`config.mk`:
```
export PLATFORM = sky130hd
export DESIGN_NAME = mem_port_arbiter
export DESIGN_NICKNAME = d
export VERILOG_FILES = /design/src/rtl/mem_port_arbiter_pkg.sv /design/src/rtl/ibuf_entry.sv /design/src/rtl/mem_port_arbiter.sv
export SDC_FILE = /design/constraint.sdc
export NUM_CORES = 1
export LEC_CHECK = 0
export ABC_AREA = 1
export CORE_UTILIZATION = 43
export DETAILED_ROUTE_END_ITERATION = 8
export DONT_BUFFER_PORTS = 1
export GPL_ROUTABILITY_DRIVEN = 0
export PLACE_DENSITY = 0.64
export SYNTH_ARGS = -nofsm -noshare
export SYNTH_HDL_FRONTEND = slang
export SYNTH_HIERARCHICAL = 1
export SYNTH_SLANG_ARGS = --single-unit
```
`constraint.sdc`:
```
create_clock -name i_clk -period 1.8 [get_ports i_clk]
set_clock_uncertainty 0.1 [all_clocks]
set_input_delay 0.27 -clock i_clk [delete_from_list [all_inputs] [get_ports i_clk]]
set_output_delay 0.27 -clock i_clk [all_outputs]
set_load 0.005 [all_outputs]
```
`src/rtl/mem_port_arbiter_pkg.sv`:
```
// mem_port_arbiter_pkg
// Shared types and constants for the instruction/data memory port arbiter.
//   arb_state_t    : arbiter FSM state encoding
//   ADDR_W_DEFAULT : default address width
//   DATA_W_DEFAULT : default data width
//   RELEASE_LEN    : number of cycles the RELEASE state lasts
package mem_port_arbiter_pkg;

    localparam int unsigned ADDR_W_DEFAULT = 32;
    localparam int unsigned DATA_W_DEFAULT = 32;
    localparam int unsigned RELEASE_LEN    = 1;

    typedef enum logic [1:0] {
        IDLE       = 2'd0,
        DATA_WAIT  = 2'd1,
        FETCH_WAIT = 2'd2,
        RELEASE    = 2'd3
    } arb_state_t;

endpackage

```
`src/rtl/ibuf_entry.sv`:
```
// ibuf_entry
// One-entry instruction fetch buffer holding {valid, addr, instr}.
// Only compiled when ARB_INST_BUF_EN is defined; otherwise this file is empty.
// Ports:
//   i_clk, i_rst    : clock, synchronous active-high reset (clears valid)
//   i_fill          : load entry with i_fill_adr / i_fill_instr and set valid
//   i_inval         : a write is being issued to i_inval_adr
//   i_inval_adr     : address of that write; a match clears valid
//   i_lookup_adr    : fetch address to compare against the entry
//   o_hit           : entry valid and address matches
//   o_instr         : buffered instruction
`ifdef ARB_INST_BUF_EN
module ibuf_entry #(
    parameter int unsigned ADDR_W = 32,
    parameter int unsigned DATA_W = 32
) (
    input  logic              i_clk,
    input  logic              i_rst,
    input  logic              i_fill,
    input  logic [ADDR_W-1:0] i_fill_adr,
    input  logic [DATA_W-1:0] i_fill_instr,
    input  logic              i_inval,
    input  logic [ADDR_W-1:0] i_inval_adr,
    input  logic [ADDR_W-1:0] i_lookup_adr,
    output logic              o_hit,
    output logic [DATA_W-1:0] o_instr
);

    logic              r_valid;
    logic [ADDR_W-1:0] r_addr;
    logic [DATA_W-1:0] r_instr;

    always_ff @(posedge i_clk) begin
        if (i_rst) begin
            r_valid <= 1'b0;
            r_addr  <= '0;
            r_instr <= '0;
        end else if (i_fill) begin
            r_valid <= 1'b1;
            r_addr  <= i_fill_adr;
            r_instr <= i_fill_instr;
        end else if (i_inval && (i_inval_adr == r_addr)) begin
            r_valid <= 1'b0;
        end
    end

    assign o_hit   = r_valid && (i_lookup_adr == r_addr);
    assign o_instr = r_instr;

endmodule
`endif

```
`src/rtl/mem_port_arbiter.sv`:
```
// mem_port_arbiter
// Shares one single-port memory between instruction fetch and data access.
// Data accesses win over fetch (they belong to the older instruction); the
// pipeline is frozen via o_stall until both requests have been serviced.
// Optional one-entry fetch buffer: define ARB_INST_BUF_EN.
// Ports:
//   i_clk, i_rst               : clock, synchronous active-high reset
//   i_inst_adr, i_inst_req     : fetch request from the PC
//   o_inst, o_inst_valid       : registered fetched instruction and its strobe
//   i_data_adr, i_mem_read,
//   i_mem_write, i_data_out    : data access request from EX/MEM
//   o_data_in, o_data_done     : registered load data and completion strobe
//   o_stall                    : freezes PC and pipeline registers
//   o_mem_adr, o_mem_wdata,
//   o_mem_rd, o_mem_wr         : registered memory command
//   i_mem_rdata, i_mem_ready   : memory response
//   o_protocol_err             : sticky, read and write requested together
module mem_port_arbiter
    import mem_port_arbiter_pkg::*;
#(
    parameter int unsigned ADDR_W = ADDR_W_DEFAULT,
    parameter int unsigned DATA_W = DATA_W_DEFAULT
) (
    input  logic              i_clk,
    input  logic              i_rst,
    input  logic [ADDR_W-1:0] i_inst_adr,
    input  logic              i_inst_req,
    output logic [DATA_W-1:0] o_inst,
    output logic              o_inst_valid,
    input  logic [ADDR_W-1:0] i_data_adr,
    input  logic              i_mem_read,
    input  logic              i_mem_write,
    input  logic [DATA_W-1:0] i_data_out,
    output logic [DATA_W-1:0] o_data_in,
    output logic              o_data_done,
    output logic              o_stall,
    output logic [ADDR_W-1:0] o_mem_adr,
    output logic [DATA_W-1:0] o_mem_wdata,
    output logic              o_mem_rd,
    output logic              o_mem_wr,
    input  logic [DATA_W-1:0] i_mem_rdata,
    input  logic              i_mem_ready,
    output logic              o_protocol_err
);

    arb_state_t r_state;
    arb_state_t w_state_next;

    logic [ADDR_W-1:0] r_mem_adr;
    logic [DATA_W-1:0] r_mem_wdata;
    logic              r_mem_rd;
    logic              r_mem_wr;
    logic [DATA_W-1:0] r_inst;
    logic [DATA_W-1:0] r_data_in;
    logic              r_inst_valid;
    logic              r_data_done;
    logic              r_protocol_err;
    logic              r_svc_fetch;
    logic              r_svc_data;
    logic [1:0]        r_rel_cnt;

    logic              w_data_req;
    logic              w_rel_last;
    logic              w_issue_data;
    logic              w_issue_fetch;
    logic              w_data_cpl;
    logic              w_fetch_cpl;
    logic              w_buf_use;
    logic              w_buf_inval;
    logic              w_buf_hit;
    logic [DATA_W-1:0] w_buf_instr;

    assign w_data_req = i_mem_read || i_mem_write;
    assign w_rel_last = (r_rel_cnt == 2'(RELEASE_LEN - 1));

`ifdef ARB_INST_BUF_EN
    assign w_buf_inval = w_issue_data && i_mem_write;

    ibuf_entry #(
        .ADDR_W (ADDR_W),
        .DATA_W (DATA_W)
    ) u_ibuf (
        .i_clk        (i_clk),
        .i_rst        (i_rst),
        .i_fill       (w_fetch_cpl),
        .i_fill_adr   (r_mem_adr),
        .i_fill_instr (i_mem_rdata),
        .i_inval      (w_buf_inval),
        .i_inval_adr  (i_data_adr),
        .i_lookup_adr (i_inst_adr),
        .o_hit        (w_buf_hit),
        .o_instr      (w_buf_instr)
    );
`else
    assign w_buf_inval = 1'b0;
    assign w_buf_hit   = 1'b0;
    assign w_buf_instr = '0;
`endif

    // State register
    always_ff @(posedge i_clk) begin
        if (i_rst) begin
            r_state <= IDLE;
        end else begin
            r_state <= w_state_next;
        end
    end

    // Next-state logic; mem_ready only matters in the WAIT states
    always_comb begin
        w_state_next = r_state;
        unique case (r_state)
            IDLE: begin
                if (w_data_req) begin
                    w_state_next = DATA_WAIT;
                end else if (i_inst_req) begin
                    w_state_next = w_buf_hit ? RELEASE : FETCH_WAIT;
                end
            end
            DATA_WAIT: begin
                if (i_mem_ready) begin
                    w_state_next = (i_inst_req && !w_buf_hit) ? FETCH_WAIT : RELEASE;
                end
            end
            FETCH_WAIT: begin
                if (i_mem_ready) begin
                    w_state_next = RELEASE;
                end
            end
            RELEASE: begin
                if (w_rel_last) begin
                    w_state_next = IDLE;
                end
            end
            default: w_state_next = IDLE;
        endcase
    end

    // Output / strobe logic
    always_comb begin
        w_issue_data  = 1'b0;
        w_issue_fetch = 1'b0;
        w_data_cpl    = 1'b0;
        w_fetch_cpl   = 1'b0;
        w_buf_use     = 1'b0;
        o_stall       = 1'b0;
        unique case (r_state)
            IDLE: begin
                w_issue_data  = w_data_req;
                w_issue_fetch = !w_data_req && i_inst_req && !w_buf_hit;
                w_buf_use     = !w_data_req && i_inst_req && w_buf_hit;
                o_stall       = w_data_req || i_inst_req;
            end
            DATA_WAIT: begin
                w_data_cpl    = i_mem_ready;
                w_issue_fetch = i_mem_ready && i_inst_req && !w_buf_hit;
                w_buf_use     = i_mem_ready && i_inst_req && w_buf_hit;
                o_stall       = 1'b1;
            end
            FETCH_WAIT: begin
                w_fetch_cpl = i_mem_ready;
                o_stall     = 1'b1;
            end
            RELEASE: begin
                o_stall = 1'b0;
            end
            default: o_stall = 1'b0;
        endcase
    end

    // Datapath registers: memory command, captured data and release strobes
    always_ff @(posedge i_clk) begin
        if (i_rst) begin
            r_mem_adr      <= '0;
            r_mem_wdata    <= '0;
            r_mem_rd       <= 1'b0;
            r_mem_wr       <= 1'b0;
            r_inst         <= '0;
            r_data_in      <= '0;
            r_inst_valid   <= 1'b0;
            r_data_done    <= 1'b0;
            r_protocol_err <= 1'b0;
            r_svc_fetch    <= 1'b0;
            r_svc_data     <= 1'b0;
            r_rel_cnt      <= '0;
        end else begin
            if (w_issue_data) begin
                r_mem_adr   <= i_data_adr;
                r_mem_wdata <= i_data_out;
                // A read+write conflict is executed as a write
                r_mem_wr    <= i_mem_write;
                r_mem_rd    <= i_mem_read && !i_mem_write;
            end else if (w_issue_fetch) begin
                r_mem_adr <= i_inst_adr;
                r_mem_rd  <= 1'b1;
                r_mem_wr  <= 1'b0;
            end else if (w_data_cpl || w_fetch_cpl) begin
                r_mem_rd <= 1'b0;
                r_mem_wr <= 1'b0;
            end

            if (w_issue_data && i_mem_read && i_mem_write) begin
                r_protocol_err <= 1'b1;
            end

            // Stores leave data_in untouched
            if (w_data_cpl && r_mem_rd) begin
                r_data_in <= i_mem_rdata;
            end

            if (w_fetch_cpl) begin
                r_inst <= i_mem_rdata;
            end else if (w_buf_use) begin
                r_inst <= w_buf_instr;
            end

            if (r_state == RELEASE && w_state_next == IDLE) begin
                r_svc_fetch <= 1'b0;
                r_svc_data  <= 1'b0;
            end else begin
                if (w_issue_data) begin
                    r_svc_data <= 1'b1;
                end
                if (w_fetch_cpl || w_buf_use) begin
                    r_svc_fetch <= 1'b1;
                end
            end

            r_inst_valid <= (w_state_next == RELEASE) &&
                            (r_svc_fetch || w_fetch_cpl || w_buf_use);
            r_data_done  <= (w_state_next == RELEASE) && (r_svc_data || w_data_cpl);

            if (r_state == RELEASE && !w_rel_last) begin
                r_rel_cnt <= r_rel_cnt + 2'd1;
            end else begin
                r_rel_cnt <= '0;
            end
        end
    end

    assign o_mem_adr      = r_mem_adr;
    assign o_mem_wdata    = r_mem_wdata;
    assign o_mem_rd       = r_mem_rd;
    assign o_mem_wr       = r_mem_wr;
    assign o_inst         = r_inst;
    assign o_data_in      = r_data_in;
    assign o_inst_valid   = r_inst_valid;
    assign o_data_done    = r_data_done;
    assign o_protocol_err = r_protocol_err;

endmodule

```
# Word level (Yosys, flattened, before mapping)

Index checks and enable logic that the tools add are counted.

Register bits: 139

Muxes and demuxes: 20
Equality and inequality tests: 4
$add $sub $neg: 1
Reduce and logical (&&, ||, !) cells: 26
Bitwise operators: 1

Operator list:

| kind                                                             | count |
|---|---|
| 32-bit two-way mux                                               | 3 |
| 1-bit logical AND                                                | 10 |
| 2-bit two-way mux                                                | 5 |
| 1-bit two-way mux                                                | 9 |
| 2-bit case mux with 4 select lines                               | 1 |
| 2-bit == test (second input constant)                            | 3 |
| 2-bit logical NOT                                                | 3 |
| 2-bit OR reduction                                               | 3 |
| 1-bit logical OR                                                 | 5 |
| 1-bit logical NOT                                                | 3 |
| 1-bit case mux with 3 select lines                               | 1 |
| 3-bit nonzero test                                               | 1 |
| 2-bit by 1-bit adder with 2-bit output (second input constant)   | 1 |
| 2-bit by 1-bit == test with 1-bit output (second input constant) | 1 |
| 1-bit case mux with 2 select lines                               | 1 |
| 2-bit nonzero test                                               | 1 |
| 1-bit inverter                                                   | 1 |

# Logic depth before layout (Yosys ltp)

Gate-level depths: netlist of run 1.

Word-level depth: 6
Depth in mapped cells: 11

# Worst setup path before layout of run 1

Ideal clock, no wire load.

Kind: register to register
From: register r_state[1]
To: register r_mem_adr[2], in the netlist o_mem_adr[2]
Cell stages (with the launch flop): 10
Clock period less this slack: 1.619 ns
Data arrival time: 1.403 ns
Path buffers: 1
Setup slack: 0.181 ns
Required time: 1.584 ns
Path through: dfxtp_1 > inv_1 > ha_1 > o21ai_0 > nand2_2 > nand2_8 > inv_8 > buf_12 > nor2_2 > nor2_1

Longest elaborated chain between the ends: 3
Elaborated cells between the ends (all ways): 6
Classes of those cells: 1 x eq/ne; 3 x mux; 2 x reduce/logical

Ends and longest elaborated chain:

| item                                                                                 | line                    | RTL |
|---|---|---|
| start, declared                                                                      | mem_port_arbiter.sv:46  | `arb_state_t r_state;` |
| start signal, assigned                                                               | mem_port_arbiter.sv:105 | `r_state <= w_state_next;` |
| 2-bit by 1-bit == test with 1-bit output / 2-bit logical NOT (equally long branches) | mem_port_arbiter.sv:147 | `unique case (r_state)` |
| 1-bit case mux with 2 select lines / 1-bit two-way mux (equally long branches)       | mem_port_arbiter.sv:147 |  |
| 2-bit nonzero test (no line) / 32-bit two-way mux (equally long branches)            | -                       |  |
| end signal, assigned                                                                 | mem_port_arbiter.sv:188 | `r_mem_adr <= i_data_adr;` |
| end signal, assigned                                                                 | mem_port_arbiter.sv:194 | `r_mem_adr <= i_inst_adr;` |
| end, declared                                                                        | mem_port_arbiter.sv:49  | `logic [ADDR_W-1:0] r_mem_adr;` |

Several ways; a longest one is shown, not always the timed one.
A chain may end at the register's enable or synchronous reset.

# Worst setup path in the final report of run 1

From: register r_state[0]
To: register r_mem_adr[24], in the netlist o_mem_adr[24]

Same word-level chain as after synthesis.

==> flow_summary.toml, run 1 <==
[outcome]
status = "complete, no violations"

[drt]
wirelength_um = 15700
route.detailed.drc = 0
via_count = 5270
wl_per_cell_um = 15.5
dr_wl_met3_um = 1460
dr_wl_met2_um = 7760
ant_nets = 0
top_layer = "met4"
drt_iter0_markers = 333
wl_met1_um = 5820
viasPerCell = 5.21
drt_pre_antenna_iters = 5

[sta]
fmax_mhz = 597
setup_slack_ns = 0.124
finalCriticalPeriod_ns = 1.68
holdWs_ns = 0.00779
maxSlewHeadroom = 0.664
period_share = 0.931
setup_viol = 0
drv_slew = 0
hold_violations = 0
rsz0062_at_grt = "yes"
tightest_slew_ns = 0.504
fin_setup_tns_ns = 0

[logic_synthesis]
avgSynthCellArea_um2 = 7.53
synth.distinct_cells = 29
yosysWarnings = 6
synth-edff-count = 0
synth_area_mm2 = 0.00561
ys.flop_type = "dfxtp_1"
async_reset_ff_frac = 0
seq_area_frac_synth = 0.496
synth_area_leaders = "dfxtp_1, nor2_1, nand2_1"
synth_top_area_cell = "dfxtp_1"
ys_ff_latch = 139
syn_nets = 884
yosysTopAreaCellShare = 0.496
syn_inst = 745

[global_route]
grt_usage = 0.228
grt_overflow = 0
grt_first_pass_wirelength_um = 23400
antenna_found_initial = 0
grt_max_degree = 62
first_global_vias = 4918

[worst_setup_path]
r2r_slack_ns = 0.12
required_ns = 2.05
reg2reg_depth = 9
crit_type = "reg2reg"
crit_path_end_kind = "flop"
worst_ep_arrival_time_ns = 1.93
cp_max_fo = 61
startpoint_type = "flop"
r2r_start = "r_state[0]$_SDFF_PP0_"
reg2reg_to = "o_mem_adr[24]$_SDFFE_PP0P_"

[die]
core_mm2 = 0.0127
dieArea_mm2 = 0.0135
core.rowCount = 41
io_pins = 268
fp.dieW_um = 116
start_util = 0.443
die_height_um = 116

[pwr]
intPower_mw = 6.00
power_mw = 8.30
switching_power_mw = 2.30
p_per_area_mw_per_mm2 = 1150
p_leak_nw = 2.97
power_frac_clock = 0.410
p_comb_frac = 0.159
switching_share = 0.277
ir_worst_vdd_v = 0.000617
seqPwrFrac = 0.431

[layout]
drive_gt1_frac = 0.124
fillCellCount = 1131
final_core_util = 0.572
fin_area_mm2 = 0.00725
syn2layout_area_growth_pct = 29.3
diodes = 0
final_cells = 1011
nNetsFinal = 965

[run]
maxCapViolations = 0

[place]
dpl_cell_area_mm2 = 0.00569
portBuffers = 0
placedCellCount = 886
place_ws_ns = 0.0528
dp_hpwl_um = 9960

[clocking]
clkLatencyLatePin_ns = 0.42
clkSlewWorstSetupHoldPaths_ns = 0.06
clockBufferDepth = 2
root_buffer = "clkbuf_16"
cts_tree = "yes"
htreeDepth = 4
cts_made_buffers = 17
clock_sinks = 139

[hold_path]
hold-path-endpoint = "o_mem_adr[0]$_SDFFE_PP0P_"
hold_class = "in2reg"
hold_path_depth = 4
hold_start = "i_inst_adr[0]"
logic make-up after synthesis:
group,Yosys count,share of synthesized area
adder cells (fa/ha/maj),5,0.0112
AND/OR/NAND/NOR,393,0.294
flip-flops,139,0.496
buffers and inverters,67,0.0716
AO/OA/AOI/OAI,141,0.127
power by group through the flow:
stage                     Clock, mW  Sequential, mW  Combinational, mW
after floorplan                   0            3.56              0.970
after global placement            0            3.64               1.03
after detailed placement          0            3.64               1.07
after CTS                      3.46            3.58               1.28
after global routing           3.60            3.61               1.48
final                          3.40            3.58               1.32
state kept, by name (all words and copies together) (netlist names):
name            cells
o_data_in          32
o_inst             32
o_mem_adr          32
o_mem_wdata        32
r_rel_cnt           2
r_state             2
o_data_done         1
o_inst_valid        1
o_mem_rd            1
o_mem_wr            1
o_protocol_err      1
r_svc_data          1
r_svc_fetch         1
layer usage:
layer,GRT usage,vias to the layer above
li1,-,2558
met5,0,-
met2,0.400,268
met3,0.0846,50
met4,0.157,0
met1,0.224,2394
cells in the final DEF (no fill, tap or decap), drive strengths merged:
cell         instances
dfxtp              139
bufinv               2
inv                 17
nor2               203
clkbuf              23
nand2              150
nand4                2
nor3b                1
nor3                 1
buf                 23
o21ai              101
clkinv               5
nand3               36
ha                   5
dlygate4sd3         88
o21a                 1
a21oi               39
clkinvlp             3
synthesized netlist by cell type (10+ instances only):
library cell  instances
nand2_1             145
nand3_1              36
a21oi_1              38
nor2_1              172
o21ai_1              30
inv_1                10
nor2_2               30
o21ai_0              71
clkbuf_1             22
buf_2                14
dfxtp_1             139
how the worst max path moves through the flow:
stage / startpoint / end / slack (ns)
4_1_cts: r_state[0]$_SDFF_PP0_ / o_stall / 0.0006
3_5_place_dp: r_state[0]$_SDFF_PP0_ / o_mem_adr[1]$_SDFFE_PP0P_ / 0.05
3_3_place_gp: r_state[0]$_SDFF_PP0_ / o_mem_adr[1]$_SDFFE_PP0P_ / 0.10
5_1_grt: r_state[0]$_SDFF_PP0_ / o_mem_adr[29]$_SDFFE_PP0P_ / -0.002
6_report: r_state[0]$_SDFF_PP0_ / o_mem_adr[24]$_SDFFE_PP0P_ / 0.12
2_1_floorplan: r_state[1]$_SDFF_PP0_ / o_mem_adr[2]$_SDFFE_PP0P_ / 0.18
critical path: stages, from the launching register on:
cell	delay, ns
dfxtp_2	0.36
inv_4	0.04
ha_4	0.17
buf_4	0.14
nand2_4	0.16
buf_12	0.25
nand2_1	0.11
nand2_1	0.09
nor2_2	0.04
nor2_1	0.10
what timing repair did:
| action | in CTS | in global routing |
|---|---|---|
| buffers inserted | 2 | 2 |
| gates resized for setup | 9 | 7 |
| pin swaps | 2 | 2 |
| hold buffers | 89 | 0 |
| endpoints found under the hold margin | 119 | 0 |
| endpoints found under the setup margin | 1 | 52 |
| gates cloned | 0 | 1 |
cell type report:
class                   instances  area (um2)  share of cell area
well taps                     172         215              0.0297
clock inverters                10         115              0.0159
clock buffers                  22         464              0.0640
inverters                      17        81.3              0.0112
flip-flops and latches        139        2790               0.384
repair buffers                112        1140               0.158
multi-input cells             539        2440               0.337
Power figures use the tool's default switching activity.
==> run 2, diff against run 1 <==
Settings changed: RECOVER_POWER from default to 50.
==> results of run 2 <==
The final DEF is identical to that of run 1; final timing and power are the same.
==> run 3, diff against run 2 <==
Settings changed: CAP_MARGIN from default to 5, PLACE_DENSITY 0.64 to 0.66.
Clock period 1.8 ns to 1.53 ns, I/O delays scaled along.
==> flow_summary.toml, run 3 (synthesis results as in run 1) <==
[clocking]
cts_tree = "yes"
clkLatencyLatePin_ns = 0.42
clock_sinks = 139
root_buffer = "clkbuf_16"
clockBufferDepth = 2
htreeDepth = 4
cts_made_buffers = 17
clkSlewWorstSetupHoldPaths_ns = 0.06

[die]
io_pins = 268
fp.dieW_um = 116
die_height_um = 116
start_util = 0.443
core_mm2 = 0.0127
dieArea_mm2 = 0.0135
core.rowCount = 41

[worst_setup_path]
r2r_start = "r_state[1]$_SDFF_PP0_"
crit_type = "reg2reg"
cp_max_fo = 6
crit_path_end_kind = "flop"
required_ns = 1.78
worst_ep_arrival_time_ns = 1.97
reg2reg_depth = 11
reg2reg_to = "o_data_in[8]$_SDFFE_PP0P_"
r2r_slack_ns = -0.19
startpoint_type = "flop"

[pwr]
p_per_area_mw_per_mm2 = 1180
p_leak_nw = 3.54
power_mw = 10.6
ir_worst_vdd_v = 0.000745

[place]
place_ws_ns = -0.169
portBuffers = 0
dp_hpwl_um = 10200

[layout]
fillCellCount = 826
final_core_util = 0.706
drive_gt1_frac = 0.302
nNetsFinal = 1037
final_common_cell = "nor2_1"
layout_common_cells = "nor2_1, dfxtp_1, dlygate4sd3_1, nand2_1, nor2_2"
syn2layout_area_growth_pct = 59.4

[hold_path]
hold_class = "in2reg"
hold_path_depth = 4
hold_start = "i_data_adr[3]"
hold-path-endpoint = "o_mem_adr[3]$_SDFFE_PP0P_"

[outcome]
status = "finished, violations left"
violations = "setup timing"

[drt]
route.detailed.drc = 0
drt_iter0_markers = 390
ant_nets = 0
drt_pre_antenna_iters = 5
viasPerCell = 5.45
wl_per_cell_um = 19.2
via_count = 5902
wirelength_um = 20800

[global_route]
grt_first_pass_wirelength_um = 26900
grt_usage = 0.261
antenna_found_initial = 0
grt_max_degree = 59
grt_overflow = 0
first_global_vias = 5545

[sta]
setup_slack_ns = -0.187
tightest_slew_ns = 0.420
fmax_mhz = 582
rsz0062_at_grt = "yes"
hold_violations = 0
drv_slew = 0
holdWs_ns = 0.00615
maxSlewHeadroom = 0.717
setup_viol = 101
fin_setup_tns_ns = -7.56
period_share = 1.12
finalCriticalPeriod_ns = 1.72

[run]
maxCapViolations = 0
[run 3: routing by layer]
layer / up-vias / GRT usage / wire, um
met5: - / 0 / 0
met4: 0 / 0.161 / 984
met3: 107 / 0.0939 / 1830
met2: 369 / 0.465 / 10600
met1: 2725 / 0.260 / 7370
li1: 2701 / - / -
[run 3: worst max-delay path, cell delays in order (launching register included)]
cell	delay (ns)
dfxtp_2	0.36
inv_4	0.04
buf_4	0.13
ha_4	0.19
nand2_4	0.08
buf_6	0.12
clkinv_8	0.07
nand2_8	0.12
buf_12	0.12
buf_12	0.12
nand2_4	0.05
a21oi_2	0.15
[run 3: metrics by stage]
stage / area [um2] / std cells
final: 8940 / 1083
after global routing: 8940 / 1082
after CTS: 8010 / 1066
after detailed placement: 5830 / 895
after global placement: 5830 / 895
after floorplan: 5640 / 745
[run 3: layout make-up]
class	count	area [um2]	share of cell area
Multi-Input combinational cell	540	3100	0.347
Sequential cell	139	2790	0.312
Timing Repair Buffer	183	2170	0.243
Clock buffer	19	453	0.0507
Tap cell	172	215	0.0241
Inverter	17	113	0.0126
Clock inverter	12	98.8	0.0111
Antenna cell	1	2.50	0.000280
[run 3: worst max-delay path by stage]
stage | from | slack [ns] | to | depth (start not counted)
6_report | r_state[1]$_SDFF_PP0_ | -0.19 | o_data_in[8]$_SDFFE_PP0P_ | 11
5_1_grt | r_state[1]$_SDFF_PP0_ | -0.23 | o_data_in[8]$_SDFFE_PP0P_ | 11
4_1_cts | r_state[1]$_SDFF_PP0_ | -0.17 | o_stall | 6
3_5_place_dp | r_state[0]$_SDFF_PP0_ | -0.17 | r_svc_data$_SDFFE_PP0P_ | 10
3_3_place_gp | r_state[0]$_SDFF_PP0_ | -0.1 | o_mem_rd$_SDFFE_PP0P_ | 7
2_1_floorplan | r_state[0]$_SDFF_PP0_ | 0.001 | o_mem_adr[22]$_SDFFE_PP0P_ | 9
[run 3: repair_timing]
| action | 4_1_cts | 5_1_grt |
|---|---|---|
| pin swaps | 7 | 25 |
| setup buffers | 9 | 7 |
| setup endpoints to repair | 136 | 135 |
| hold endpoints to repair | 133 | 0 |
| hold buffers | 128 | 0 |
| gates resized for setup | 53 | 192 |
| cloned | 3 | 12 |
[run 3: report_power, final]
group	leakage, nW	switching, mW	internal [mW]
Sequential	1.14	0.328	3.94
Combinational	2.13	1.29	1.14
Clock	0.267	1.59	2.29
